### config.mk
export PLATFORM = sky130hd
export DESIGN_NAME = uart_mmio_fifo
export DESIGN_NICKNAME = d
export VERILOG_FILES = /design/src/rtl/uart_mmio_fifo.sv
export SDC_FILE = /design/constraint.sdc
export NUM_CORES = 1
export LEC_CHECK = 0
export BUFFER_PORTS_ARGS = -buffer_cell sky130_fd_sc_hd__buf_2
export CORE_UTILIZATION = 52
export CTS_BUF_LIST = sky130_fd_sc_hd__clkbuf_2 sky130_fd_sc_hd__clkbuf_4 sky130_fd_sc_hd__clkbuf_8
export DETAILED_ROUTE_END_ITERATION = 7
export GPL_ROUTABILITY_DRIVEN = 0
export PLACE_DENSITY = 0.69
export SLEW_MARGIN = 30
export SYNTH_ARGS = -nofsm -noshare
export SYNTH_HDL_FRONTEND = slang
export SYNTH_SLANG_ARGS = --single-unit
### constraint.sdc
create_clock -name iCLK -period 9.7 [get_ports iCLK]
set_clock_uncertainty 0.1 [all_clocks]
set_input_delay 1.94 -clock iCLK [delete_from_list [all_inputs] [get_ports iCLK]]
set_output_delay 1.94 -clock iCLK [all_outputs]
set_load 0.03 [all_outputs]
### src/rtl/uart_mmio_fifo.sv
// uart_mmio_fifo
//   Memory-mapped UART for the RV32I SoC data port. It has TX and RX FIFOs
//   with power-of-two depth, a runtime baud divisor, sticky error flags,
//   internal loopback and a maskable level interrupt.
//
//   Register map (word offset, iADDR[3:2]):
//     0x0 DATA   write: push TX byte     read: pop RX byte (0 when empty)
//     0x4 STATUS [0]RXNE [1]TXFULL [2]TXIDLE [3]RXOVR [4]FERR [5]TXOVF
//                bits [5:3] are sticky and write-1-to-clear
//     0x8 CTRL   [0]RXIE [1]TXIE [2]LOOP
//     0xC DIVR   [15:0] clocks per bit; a write below 4 is stored as 4
//
//   Ports:
//     iCLK, iRST   clock (rising edge) and asynchronous active-low reset
//     iCE/iRD/iWR  access strobes; write wins when both strobes are high
//     iADDR        byte address; bits [1:0] are ignored
//     iDATA/oDATA  write data and registered read data
//     oIRQ         registered level interrupt
//     iRXD/oTXD    serial input (asynchronous) and output (idle high)
module uart_mmio_fifo #(
    parameter int CLK_HZ   = 50000000,
    parameter int BAUD     = 115200,
    parameter int TX_DEPTH = 16,
    parameter int RX_DEPTH = 16
) (
    input  logic        iCLK,
    input  logic        iRST,
    input  logic        iCE,
    input  logic        iRD,
    input  logic        iWR,
    input  logic [3:0]  iADDR,
    input  logic [31:0] iDATA,
    output logic [31:0] oDATA,
    output logic        oIRQ,
    input  logic        iRXD,
    output logic        oTXD
);
    localparam int TAW = $clog2(TX_DEPTH);
    localparam int RAW = $clog2(RX_DEPTH);
    localparam logic [15:0]    DIV0    = 16'(CLK_HZ / BAUD);
    localparam logic [15:0]    DIV_MIN = 16'd4;
    localparam logic [TAW:0]   TX_FULL = (TAW+1)'(TX_DEPTH);
    localparam logic [RAW:0]   RX_FULL = (RAW+1)'(RX_DEPTH);
    localparam logic [TAW-1:0] TX_PONE = (TAW)'(1);
    localparam logic [TAW:0]   TX_CONE = (TAW+1)'(1);
    localparam logic [RAW-1:0] RX_PONE = (RAW)'(1);
    localparam logic [RAW:0]   RX_CONE = (RAW+1)'(1);

    typedef enum logic [1:0] {REG_DATA, REG_STATUS, REG_CTRL, REG_DIVR} reg_sel_t;
    typedef enum logic [1:0] {S_IDLE, S_START, S_DATA, S_STOP} uart_state_t;

    // Control / status registers
    logic [2:0]  r_ctrl;
    logic [15:0] r_divr;
    logic        r_rxovr, r_ferr, r_txovf;
    logic [31:0] r_odata;
    logic        r_irq;

    // TX FIFO and shifter
    logic [7:0]     r_tx_mem [TX_DEPTH];
    logic [TAW-1:0] r_tx_wp, r_tx_rp;
    logic [TAW:0]   r_tx_cnt;
    uart_state_t    r_tx_state;
    logic [7:0]     r_tx_shift;
    logic [2:0]     r_tx_bit;
    logic [15:0]    r_tx_clk, r_tx_div;
    logic           r_tx_line;

    // RX FIFO, synchroniser and shifter
    logic [7:0]     r_rx_mem [RX_DEPTH];
    logic [RAW-1:0] r_rx_wp, r_rx_rp;
    logic [RAW:0]   r_rx_cnt;
    logic           r_rx_s1, r_rx_s2, r_rx_prev;
    uart_state_t    r_rx_state;
    logic [7:0]     r_rx_shift;
    logic [2:0]     r_rx_bit;
    logic [15:0]    r_rx_clk, r_rx_div;

    reg_sel_t w_sel;
    logic     w_wr, w_rd, w_st_wr;
    logic     w_tx_wr, w_tx_push, w_tx_pop, w_tx_empty, w_tx_full, w_tx_bit_end, w_txidle;
    logic     w_tx_ovf_evt;
    logic     w_rx_src, w_rx_in, w_rx_pop, w_rx_push, w_rx_empty, w_rx_full;
    logic     w_rx_half, w_rx_bit_end, w_rx_tick, w_rx_done, w_rx_push_req;
    logic     w_rx_ferr_evt, w_rx_ovr_evt;
    logic [5:0] w_status;
    logic     w_unused;

    // ---------------- Bus decode ----------------
    assign w_sel   = reg_sel_t'(iADDR[3:2]);
    assign w_wr    = iCE & iWR;
    assign w_rd    = iCE & iRD & ~iWR;
    assign w_st_wr = w_wr & (w_sel == REG_STATUS);
    assign w_tx_wr = w_wr & (w_sel == REG_DATA);
    assign w_rx_pop = w_rd & (w_sel == REG_DATA) & ~w_rx_empty;
    assign w_unused = &{1'b0, iADDR[1:0], iDATA[31:16]};

    // ---------------- TX FIFO ----------------
    assign w_tx_empty   = (r_tx_cnt == '0);
    assign w_tx_full    = (r_tx_cnt == TX_FULL);
    // A write into a full FIFO still lands if the shifter pops in the same cycle.
    assign w_tx_push    = w_tx_wr & (~w_tx_full | w_tx_pop);
    assign w_tx_ovf_evt = w_tx_wr & ~w_tx_push;

    // NOTE: FIFO storage has no reset; the count alone decides what is valid,
    // which keeps the array as plain RAM.
    always_ff @(posedge iCLK) begin
        if (w_tx_push) r_tx_mem[r_tx_wp] <= iDATA[7:0];
    end

    always_ff @(posedge iCLK or negedge iRST) begin
        if (!iRST) begin
            r_tx_wp  <= '0;
            r_tx_rp  <= '0;
            r_tx_cnt <= '0;
        end else begin
            // NOTE: state updates use non-blocking assignments so every flop
            // samples pre-edge values regardless of statement order.
            if (w_tx_push) r_tx_wp <= r_tx_wp + TX_PONE;
            if (w_tx_pop)  r_tx_rp <= r_tx_rp + TX_PONE;
            if (w_tx_push & ~w_tx_pop)      r_tx_cnt <= r_tx_cnt + TX_CONE;
            else if (~w_tx_push & w_tx_pop) r_tx_cnt <= r_tx_cnt - TX_CONE;
        end
    end

    // ---------------- TX FSM ----------------
    assign w_tx_bit_end = (r_tx_clk == r_tx_div - 16'd1);
    // Pop from IDLE, or at the end of a stop bit for a back-to-back frame.
    assign w_tx_pop = ~w_tx_empty &
                      ((r_tx_state == S_IDLE) | ((r_tx_state == S_STOP) & w_tx_bit_end));
    assign w_txidle = w_tx_empty & (r_tx_state == S_IDLE);

    always_ff @(posedge iCLK or negedge iRST) begin
        if (!iRST) begin
            r_tx_state <= S_IDLE;
            r_tx_line  <= 1'b1;
            r_tx_shift <= '0;
            r_tx_bit   <= '0;
            r_tx_clk   <= '0;
            r_tx_div   <= DIV0;
        end else begin
            case (r_tx_state)
                S_IDLE: begin
                    if (w_tx_pop) begin
                        r_tx_shift <= r_tx_mem[r_tx_rp];
                        r_tx_line  <= 1'b0;
                        r_tx_state <= S_START;
                    end
                end
                S_START: begin
                    if (w_tx_bit_end) begin
                        r_tx_line  <= r_tx_shift[0];
                        r_tx_shift <= {1'b0, r_tx_shift[7:1]};
                        r_tx_bit   <= '0;
                        r_tx_state <= S_DATA;
                    end
                end
                S_DATA: begin
                    if (w_tx_bit_end) begin
                        if (r_tx_bit == 3'd7) begin
                            r_tx_line  <= 1'b1;
                            r_tx_state <= S_STOP;
                        end else begin
                            r_tx_line  <= r_tx_shift[0];
                            r_tx_shift <= {1'b0, r_tx_shift[7:1]};
                            r_tx_bit   <= r_tx_bit + 3'd1;
                        end
                    end
                end
                S_STOP: begin
                    if (w_tx_bit_end) begin
                        if (w_tx_pop) begin
                            r_tx_shift <= r_tx_mem[r_tx_rp];
                            r_tx_line  <= 1'b0;
                            r_tx_state <= S_START;
                        end else begin
                            r_tx_line  <= 1'b1;
                            r_tx_state <= S_IDLE;
                        end
                    end
                end
            endcase
            // Bit timer restarts on every bit boundary and picks up the current
            // divisor there, so a DIVR write never stretches a bit in flight.
            if ((r_tx_state == S_IDLE) || w_tx_bit_end) begin
                r_tx_clk <= '0;
                r_tx_div <= r_divr;
            end else begin
                r_tx_clk <= r_tx_clk + 16'd1;
            end
        end
    end

    // ---------------- RX synchroniser ----------------
    assign w_rx_src = r_ctrl[2] ? r_tx_line : iRXD;
    assign w_rx_in  = r_rx_s2;

    always_ff @(posedge iCLK or negedge iRST) begin
        if (!iRST) begin
            r_rx_s1   <= 1'b1;
            r_rx_s2   <= 1'b1;
            r_rx_prev <= 1'b1;
        end else begin
            r_rx_s1   <= w_rx_src;
            r_rx_s2   <= r_rx_s1;
            r_rx_prev <= r_rx_s2;
        end
    end

    // ---------------- RX FSM ----------------
    assign w_rx_half     = (r_rx_clk == (r_rx_div >> 1) - 16'd1);
    assign w_rx_bit_end  = (r_rx_clk == r_rx_div - 16'd1);
    assign w_rx_tick     = ((r_rx_state == S_START) & w_rx_half) |
                           (((r_rx_state == S_DATA) | (r_rx_state == S_STOP)) & w_rx_bit_end);
    assign w_rx_done     = (r_rx_state == S_STOP) & w_rx_bit_end;
    assign w_rx_push_req = w_rx_done & w_rx_in;
    assign w_rx_ferr_evt = w_rx_done & ~w_rx_in;

    always_ff @(posedge iCLK or negedge iRST) begin
        if (!iRST) begin
            r_rx_state <= S_IDLE;
            r_rx_shift <= '0;
            r_rx_bit   <= '0;
            r_rx_clk   <= '0;
            r_rx_div   <= DIV0;
        end else begin
            case (r_rx_state)
                S_IDLE: begin
                    if (r_rx_prev & ~w_rx_in) r_rx_state <= S_START;
                end
                S_START: begin
                    // Mid-start re-check rejects glitches shorter than half a bit.
                    if (w_rx_half) r_rx_state <= w_rx_in ? S_IDLE : S_DATA;
                    r_rx_bit <= '0;
                end
                S_DATA: begin
                    if (w_rx_bit_end) begin
                        r_rx_shift <= {w_rx_in, r_rx_shift[7:1]};
                        r_rx_bit   <= r_rx_bit + 3'd1;
                        if (r_rx_bit == 3'd7) r_rx_state <= S_STOP;
                    end
                end
                S_STOP: begin
                    if (w_rx_bit_end) r_rx_state <= S_IDLE;
                end
            endcase
            // Divisor is captured while idle, i.e. at the start edge of a frame.
            if ((r_rx_state == S_IDLE) || w_rx_tick) r_rx_clk <= '0;
            else                                      r_rx_clk <= r_rx_clk + 16'd1;
            if (r_rx_state == S_IDLE) r_rx_div <= r_divr;
        end
    end

    // ---------------- RX FIFO ----------------
    assign w_rx_empty   = (r_rx_cnt == '0);
    assign w_rx_full    = (r_rx_cnt == RX_FULL);
    assign w_rx_push    = w_rx_push_req & (~w_rx_full | w_rx_pop);
    assign w_rx_ovr_evt = w_rx_push_req & ~w_rx_push;

    always_ff @(posedge iCLK) begin
        if (w_rx_push) r_rx_mem[r_rx_wp] <= r_rx_shift;
    end

    always_ff @(posedge iCLK or negedge iRST) begin
        if (!iRST) begin
            r_rx_wp  <= '0;
            r_rx_rp  <= '0;
            r_rx_cnt <= '0;
        end else begin
            if (w_rx_push) r_rx_wp <= r_rx_wp + RX_PONE;
            if (w_rx_pop)  r_rx_rp <= r_rx_rp + RX_PONE;
            if (w_rx_push & ~w_rx_pop)      r_rx_cnt <= r_rx_cnt + RX_CONE;
            else if (~w_rx_push & w_rx_pop) r_rx_cnt <= r_rx_cnt - RX_CONE;
        end
    end

    // ---------------- Registers, read port, IRQ ----------------
    assign w_status = {r_txovf, r_ferr, r_rxovr, w_txidle, w_tx_full, ~w_rx_empty};

    always_ff @(posedge iCLK or negedge iRST) begin
        if (!iRST) begin
            r_ctrl  <= '0;
            r_divr  <= DIV0;
            r_rxovr <= 1'b0;
            r_ferr  <= 1'b0;
            r_txovf <= 1'b0;
            r_odata <= '0;
            r_irq   <= 1'b0;
        end else begin
            r_irq <= (r_ctrl[0] & ~w_rx_empty) | (r_ctrl[1] & w_txidle);
            if (w_wr && (w_sel == REG_CTRL)) r_ctrl <= iDATA[2:0];
            if (w_wr && (w_sel == REG_DIVR))
                r_divr <= (iDATA[15:0] < DIV_MIN) ? DIV_MIN : iDATA[15:0];
            // A new event in the same cycle as a clear keeps the flag set.
            r_rxovr <= (r_rxovr & ~(w_st_wr & iDATA[3])) | w_rx_ovr_evt;
            r_ferr  <= (r_ferr  & ~(w_st_wr & iDATA[4])) | w_rx_ferr_evt;
            r_txovf <= (r_txovf & ~(w_st_wr & iDATA[5])) | w_tx_ovf_evt;
            if (w_rd) begin
                case (w_sel)
                    REG_DATA:   r_odata <= w_rx_empty ? 32'd0 : {24'd0, r_rx_mem[r_rx_rp]};
                    REG_STATUS: r_odata <= {26'd0, w_status};
                    REG_CTRL:   r_odata <= {29'd0, r_ctrl};
                    REG_DIVR:   r_odata <= {16'd0, r_divr};
                endcase
            end
        end
    end

    assign oDATA = r_odata;
    assign oIRQ  = r_irq;
    assign oTXD  = r_ctrl[2] | r_tx_line;

endmodule
Yosys cells after proc, flatten, opt, wreduce, memory -nomap -nowiden. Memories as Yosys holds them, arrays and structs flattened. Index checks and enable logic that the tools add are counted.

Memories kept: 2. Bits in writable memories: 256. Logic and storage cells: 194. Output and inout port bits: 34. Input bits: 42. Register bits: 175.

Memory list: r_rx_mem (depth 16, width 8, rd ports 1, clocked after memory_dff 0, wr ports 1, RTL line 70) `logic [7:0] r_rx_mem [RX_DEPTH];`; r_tx_mem (depth 16, width 8, rd ports 1, clocked after memory_dff 0, wr ports 1, RTL line 60) `logic [7:0] r_tx_mem [TX_DEPTH];`.

Reduce and logical (&&, ||, !) cells: 20. Equal/unequal tests: 27. Multiplexer cells: 47. Bitwise gates (word level): 55. Magnitude comparators: 1. $add $sub $neg: 15.

Operator list (number): 32-bit one-hot mux with 4 select lines (1); 16-bit equality test (3); 16-bit two-way mux (3); 8-bit two-way mux (6); 16-bit by 1-bit adder with 16-bit output (second input constant) (2); 1-bit AND (32); 8-bit one-hot mux with 4 select lines (1); 16-bit by 1-bit subtractor with 16-bit output (second input constant) (2); 2-bit two-way mux (11); 5-bit two-way mux (4); 2-bit inequality test (second input constant) (10); 4-bit by 1-bit adder with 4-bit output (second input constant) (4); 16-bit by 3-bit < comparator with 1-bit output (second input constant) (1); 2-bit one-hot mux with 4 select lines (2); 15-bit by 1-bit subtractor with 16-bit output (second input constant) (1); 1-bit NOT (13); 2-bit equality test (second input constant) (6); 1-bit two-way mux (12); 3-bit two-way mux (4); 3-bit one-hot mux with 2 select lines (2); 4-bit AND reduction (3); 5-bit by 1-bit adder with 5-bit output (second input constant) (2); 5-bit equality test (second input constant) (2); 5-bit logical NOT (2); 13 further kinds (36).

Depth between registers and ports, before layout.
Depth in word-level cells: 11. Mapped depth: 19. Mapped depth without buffers: 18.

Least setup slack after synthesis. Ideal clock, no wire load.

Path kind: in2reg. From: in iADDR[3]. To: reg r_rx_cnt[4]. Arrival: 4.668 ns. Path slack: 4.806 ns. Required time: 9.475 ns. Buffers on the path: 1. Library setup time: 0.125 ns. Stages on the path: 14. Path through: nor3b_1 > nor2b_1 > inv_1 > nand3_1 > and4_1 > buf_2 > ha_1 > inv_1 > fa_1 > a21o_1 > a21oi_1 > xnor2_1 > nor2_1 > xor2_1.

Longest elaborated chain between the ends: 8. Elaborated cells on any way between the ends: 11. Classes of those cells: mux (1); bitwise (8); reduce/logical (2).

RTL lines: from (decl) (RTL line 31) `input logic [3:0] iADDR,`; 2-bit logical NOT (*) (RTL line 95) `assign w_rx_pop = w_rd & (w_sel == REG_DATA) & ~w_rx_empty;`; 1-bit AND (*) (2 in a row) (RTL line 95); 1-bit bitwise OR (*) (RTL line 257) `assign w_rx_push = w_rx_push_req & (~w_rx_full | w_rx_pop);`; 1-bit AND (*) (RTL line 257); via w_rx_push (RTL line 83) `logic w_rx_src, w_rx_in, w_rx_pop, w_rx_push, w_rx_empty, w_rx_full;`; 1-bit NOT (RTL line 273) `else if (~w_rx_push & w_rx_pop) r_rx_cnt <= r_rx_cnt - RX_CONE;`; 1-bit AND (RTL line 273); 2-bit nonzero test (no source line); to (signal assigned) (RTL line 272) `if (w_rx_push & ~w_rx_pop) r_rx_cnt <= r_rx_cnt + RX_CONE;`; to (signal assigned) (RTL line 273); to (decl) (RTL line 72) `logic [RAW:0] r_rx_cnt;`.

The timed path passes the listed nets; every way through them passes the cells marked *. A chain may end at the register's enable or synchronous reset.

Final worst setup path.
From: in iADDR[3]. To: reg r_rx_cnt[4].

Longest elaborated chain between the ends: 8. Elaborated cells on any way between the ends: 11. Classes of those cells: mux (1); bitwise (8); reduce/logical (2).

RTL lines (RTL line): 2-bit logical NOT (*) (95); 1-bit AND (*) (2 in a row) (95); 1-bit bitwise OR (257); 1-bit AND (257); 1-bit NOT (273); 1-bit AND (273); 2-bit nonzero test (no source line).

Mark *: on every way between the ends. The rest lies on a longest branch, timed or not.

==> qor_table.md <==
| Quantity | Value | Unit |
| --- | --- | --- |
| Run status | finished with violations | - |
| Violations in the final reports | design-rule violations | - |
| Peak VDD IR | 0.143 | mV |
| Number of gates resized after cts | 0 | - |
| Final routed wirelength across all metal layers | 37800 | µm |
| Total buffers and inverters traversed by the critical path | 3 | - |
| Cell with the most instances after synthesis | edfxtp_1 | - |
| Post-detailed-route wirelength per cell | 19.7 | µm |
| DRT Pass-1 Iters | 7 | - |
| TritonCTS clock tree | built | - |
| Relative max-transition margin | 37.9 | % |
| Instance count of the mapped netlist | 1348 | - |
| Vias post-DR | 10954 | - |
| Synth warn | 0 | - |
| Min-delay worst type | reg -> reg | - |
| Cell-by-cell listing of the critical path | buf_2, nor3b_2, nor2b_1, inv_1, nand3_1, and4_1, ha_1, inv_1, fa_1, a21o_1, a21oi_1, xnor2_1, nor2_1, xor2_1 | - |
| Horiz. Die Dim | 193 | µm |
| Antenna cells | 0 | - |
| Post-detail-place hpwl | 25300 | µm |
| Synthesized flop and latch total | 415 | - |
| # setup viols final | 0 | - |
| Fmax | 194 | MHz |
| Number of enable flip-flop cells after synthesis | 256 | - |
| PwrDens | 265 | nW/µm² |
| Leakage power total | 0.00787 | µW |
| First-pass GRT wire length | 59900 | µm |
| Final sum of negative setup slack | 0 | ns |
| Std-Cell Rows | 69 | - |
| Port bufs | 41 | - |
| Maximum number of pins on one net before global-route repair | 78 | - |
| Nature of the critical path endpoint | register | - |
| Clock transition at the registers of the reported paths | 0.06 | ns |
| Time the final worst path needs with I/O delays and setup | 5.15 | ns |
| Startpoint type of the worst setup path | input port | - |
| Number of maximum-capacitance violations | 0 | - |
| Delay of the slowest cell on the worst path | 0.66 | ns |
| Total congestion overflow | 0 | - |
| CTS Hold Buffers Added | 0 | - |
| Starting utilization of the core area | 53.1 | % |
| Inserted Clock Buffers | 70 | - |
| Final Hold Violating Endpoints | 0 | - |
| Number of sinks driven by the clock tree | 415 | - |
| Number of fillers in the final layout | 2760 | - |
| Die Span Y | 193 | µm |
| Floorplan core area | 35700 | µm² |
| DRC violation count after routing | 2 | - |
| Post-Place Cell Area | 19400 | µm² |
| Fin area | 20900 | µm² |
| Area of the die | 37200 | µm² |
| Post-CTS setup repair buffer count | 0 | - |
| Global-route total usage across every layer | 21.4 | % |
| Portion of the clock cycle consumed by the worst path in the final layout | 53.1 | % |
| Number of antenna violations at the first check in global routing | 0 | - |
| Setup Crit Path Kind | in -> reg | - |
| Cell type with the largest total area after synthesis | edfxtp_1 | - |
| Max Root-Sink Buffers | 3 | - |
| Average cell area after synthesis | 14.0 | µm² |
| Main area contributors after synthesis | edfxtp_1 (41%), dfrtp_1 (19%), mux4_2 (8.6%) | - |
| Arrival time at the worst endpoint | 5.53 | ns |
| Via count of the first global-routing pass | 10864 | - |
| Latest clock arrival within the worst-skew pair | 0.62 | ns |
| Count of different cell masters after synthesis | 73 | - |
| CTS H-Tree Depth | 3 | - |
| Top-area cell type share of the netlist area | 40.6 | % |
| Number of nets in the finished design | 1476 | - |
| Per-cell via count in the routed design | 5.71 | - |
| Kind of cell with the highest combined delay on the critical path | simple AND/OR/NAND/NOR gates | - |
| Part of the Yosys area used for sequential elements | 61.8 | % |
| Proportion of layout cells with a drive suffix above 1 | 23.5 | % |
| Slowest library cell on the worst path | and4_1 | - |
| Number of slew-limit violations in the final report | 0 | - |
| Worst Max-Slew Pin Slew | 0.928 | ns |
| Crit path top cell by count | inv_1 | - |
| Most numerous cell types in the synthesized netlist | edfxtp_1 (256), dfrtp_1 (140), nand2_1 (104), nor2_1 (75), mux4_2 (72) | - |
| Async set or reset register ratio after synthesis | 38.3 | % |
| Number of ports placed on the die boundary | 76 | - |
| Worst Path Required | 10.08 | ns |
| Relative area change from synthesis to final layout | 10.4 | % |
| Peak fanout along the critical path | 22 | - |
| Clock Root Buffer | clkbuf_8 | - |
| Number of violations reported at the end of detailed-routing iteration 0 | 625 | - |
| Cell Area, Synth | 18900 | µm² |
| Predominant post-synthesis flop cell | edfxtp_1 | - |
| Post-route antenna net violation count | 0 | - |
| RSZ-0062 raised after global routing | no | - |
cells by family after synthesis:
kind of cell    Yosys count  share of synthesized area, %
flops                   415                          61.8
simple gates            377                          10.1
mux                     152                          13.2
compound gates          150                          4.98
buf+inv                 114                          2.77
xor+xnor                105                          4.86
fa+ha+maj                34                          2.33
other cells               1                        0.0198
registers in the layout, indices dropped and copies added, names as in the netlist, 8 cells and up, named ones only:
signal and count:
r_divr 16, r_rx_shift 8, r_tx_shift 8, r_tx_div 16, r_rx_clk 16, r_tx_mem 128, r_tx_clk 16, r_rx_mem 128
oDATA 16, r_rx_div 16
cell usage in the layout (no fill, tap or decap), types with 12 or more instances in the layout:
cell type  synthesis  layout
buf_4             21      12
o21ai_0           55      55
ha_1              32      32
dfstp_2           19      19
nand2_1          104     104
nand3_1           37      37
mux2i_1           17      17
nor2b_1           16      16
nor2_1            75      74
a21oi_1           29      29
edfxtp_1         256     256
dfrtp_1          140     138
mux4_2            72      72
conb_1             1      16
and3_1            29      29
nor4_1            16      16
mux2_2            62      62
buf_2              6      40
xor2_1            43      43
xnor2_1           62      62
inv_1             25      25
clkbuf_8           0      80
nor3_1            36      36
clkbuf_4           0      21
nand4_1           13      13
power by group:
| part | internal (µW) | switching [µW] |
|---|---|---|
| clock network | 897 | 702 |
| logic | 749 | 823 |
| registers | 2090 | 283 |
routing by layer:
metal	track usage (%)	routed length (µm)
met1	29.8	17100
met2	33.4	18200
met3	4.31	1790
met4	7.27	801
met5	0	0
worst paths after layout:
kind | from | to | slack, ns | depth (start not counted)
min in group asynchronous | iRST | r_tx_clk[11]$_DFF_PN0_ | 1.25 | 1
worst max register to register | r_rx_div[1]$_DFFE_PN1N_ | r_rx_cnt[4]$_DFFE_PN0P_ | 4.73 | 17
worst min register to register | r_rx_s1$_DFF_PN1_ | r_rx_s2$_DFF_PN1_ | 0.25 | 0
max in group asynchronous | iRST | r_rx_rp[0]$_DFFE_PN0P_ | 7.11 | 2
worst max-delay path | iADDR[3] | r_rx_cnt[4]$_DFFE_PN0P_ | 4.55 | 14
worst min-delay path | r_rx_s1$_DFF_PN1_ | r_rx_s2$_DFF_PN1_ | 0.25 | 0
through the flow:
stage | instances | util, % | total power [µW] | hold WS, ns | setup WS [ns]
global route | 1917 | 58.6 | 5860 | 0.257 | 4.32
global placement | 1789 | 54.5 | 3930 | 0.249 | 3.67
floorplan | 1363 | - | 3620 | 0.245 | 4.81
CTS | 1917 | 58.6 | 5590 | 0.257 | 4.62
detailed placement | 1789 | 54.5 | 3980 | 0.254 | 3.98
finish | 1917 | 58.6 | 5540 | 0.248 | 4.55
worst reg2reg max path, cell delays in order, from the launching register on:
cell and delay [ns]:
dfstp_2 0.56, inv_1 0.10, ha_1 0.30, nor4b_1 0.18
xnor2_1 0.14, a2111oi_0 0.43, nand3_1 0.12, a311o_1 0.37
nor3_1 0.32, and4_1 0.70, ha_1 0.30, inv_1 0.10
fa_1 0.41, a21o_1 0.17, a21oi_1 0.20, xnor2_1 0.14
nor2_1 0.06, xor2_1 0.15
area by class of cell:
| type | instances | area [µm²] | share of cell area, % |
|---|---|---|---|
| clock buffer | 101 | 1260 | 6.02 |
| clock inverter | 27 | 200 | 0.958 |
| inverter | 26 | 97.6 | 0.467 |
| multi-input combinational | 834 | 6780 | 32.4 |
| sequential | 415 | 11700 | 55.9 |
| tap | 461 | 577 | 2.76 |
| timing repair buffer | 53 | 302 | 1.44 |
No activity file was read; power rests on OpenSTA's default activity.
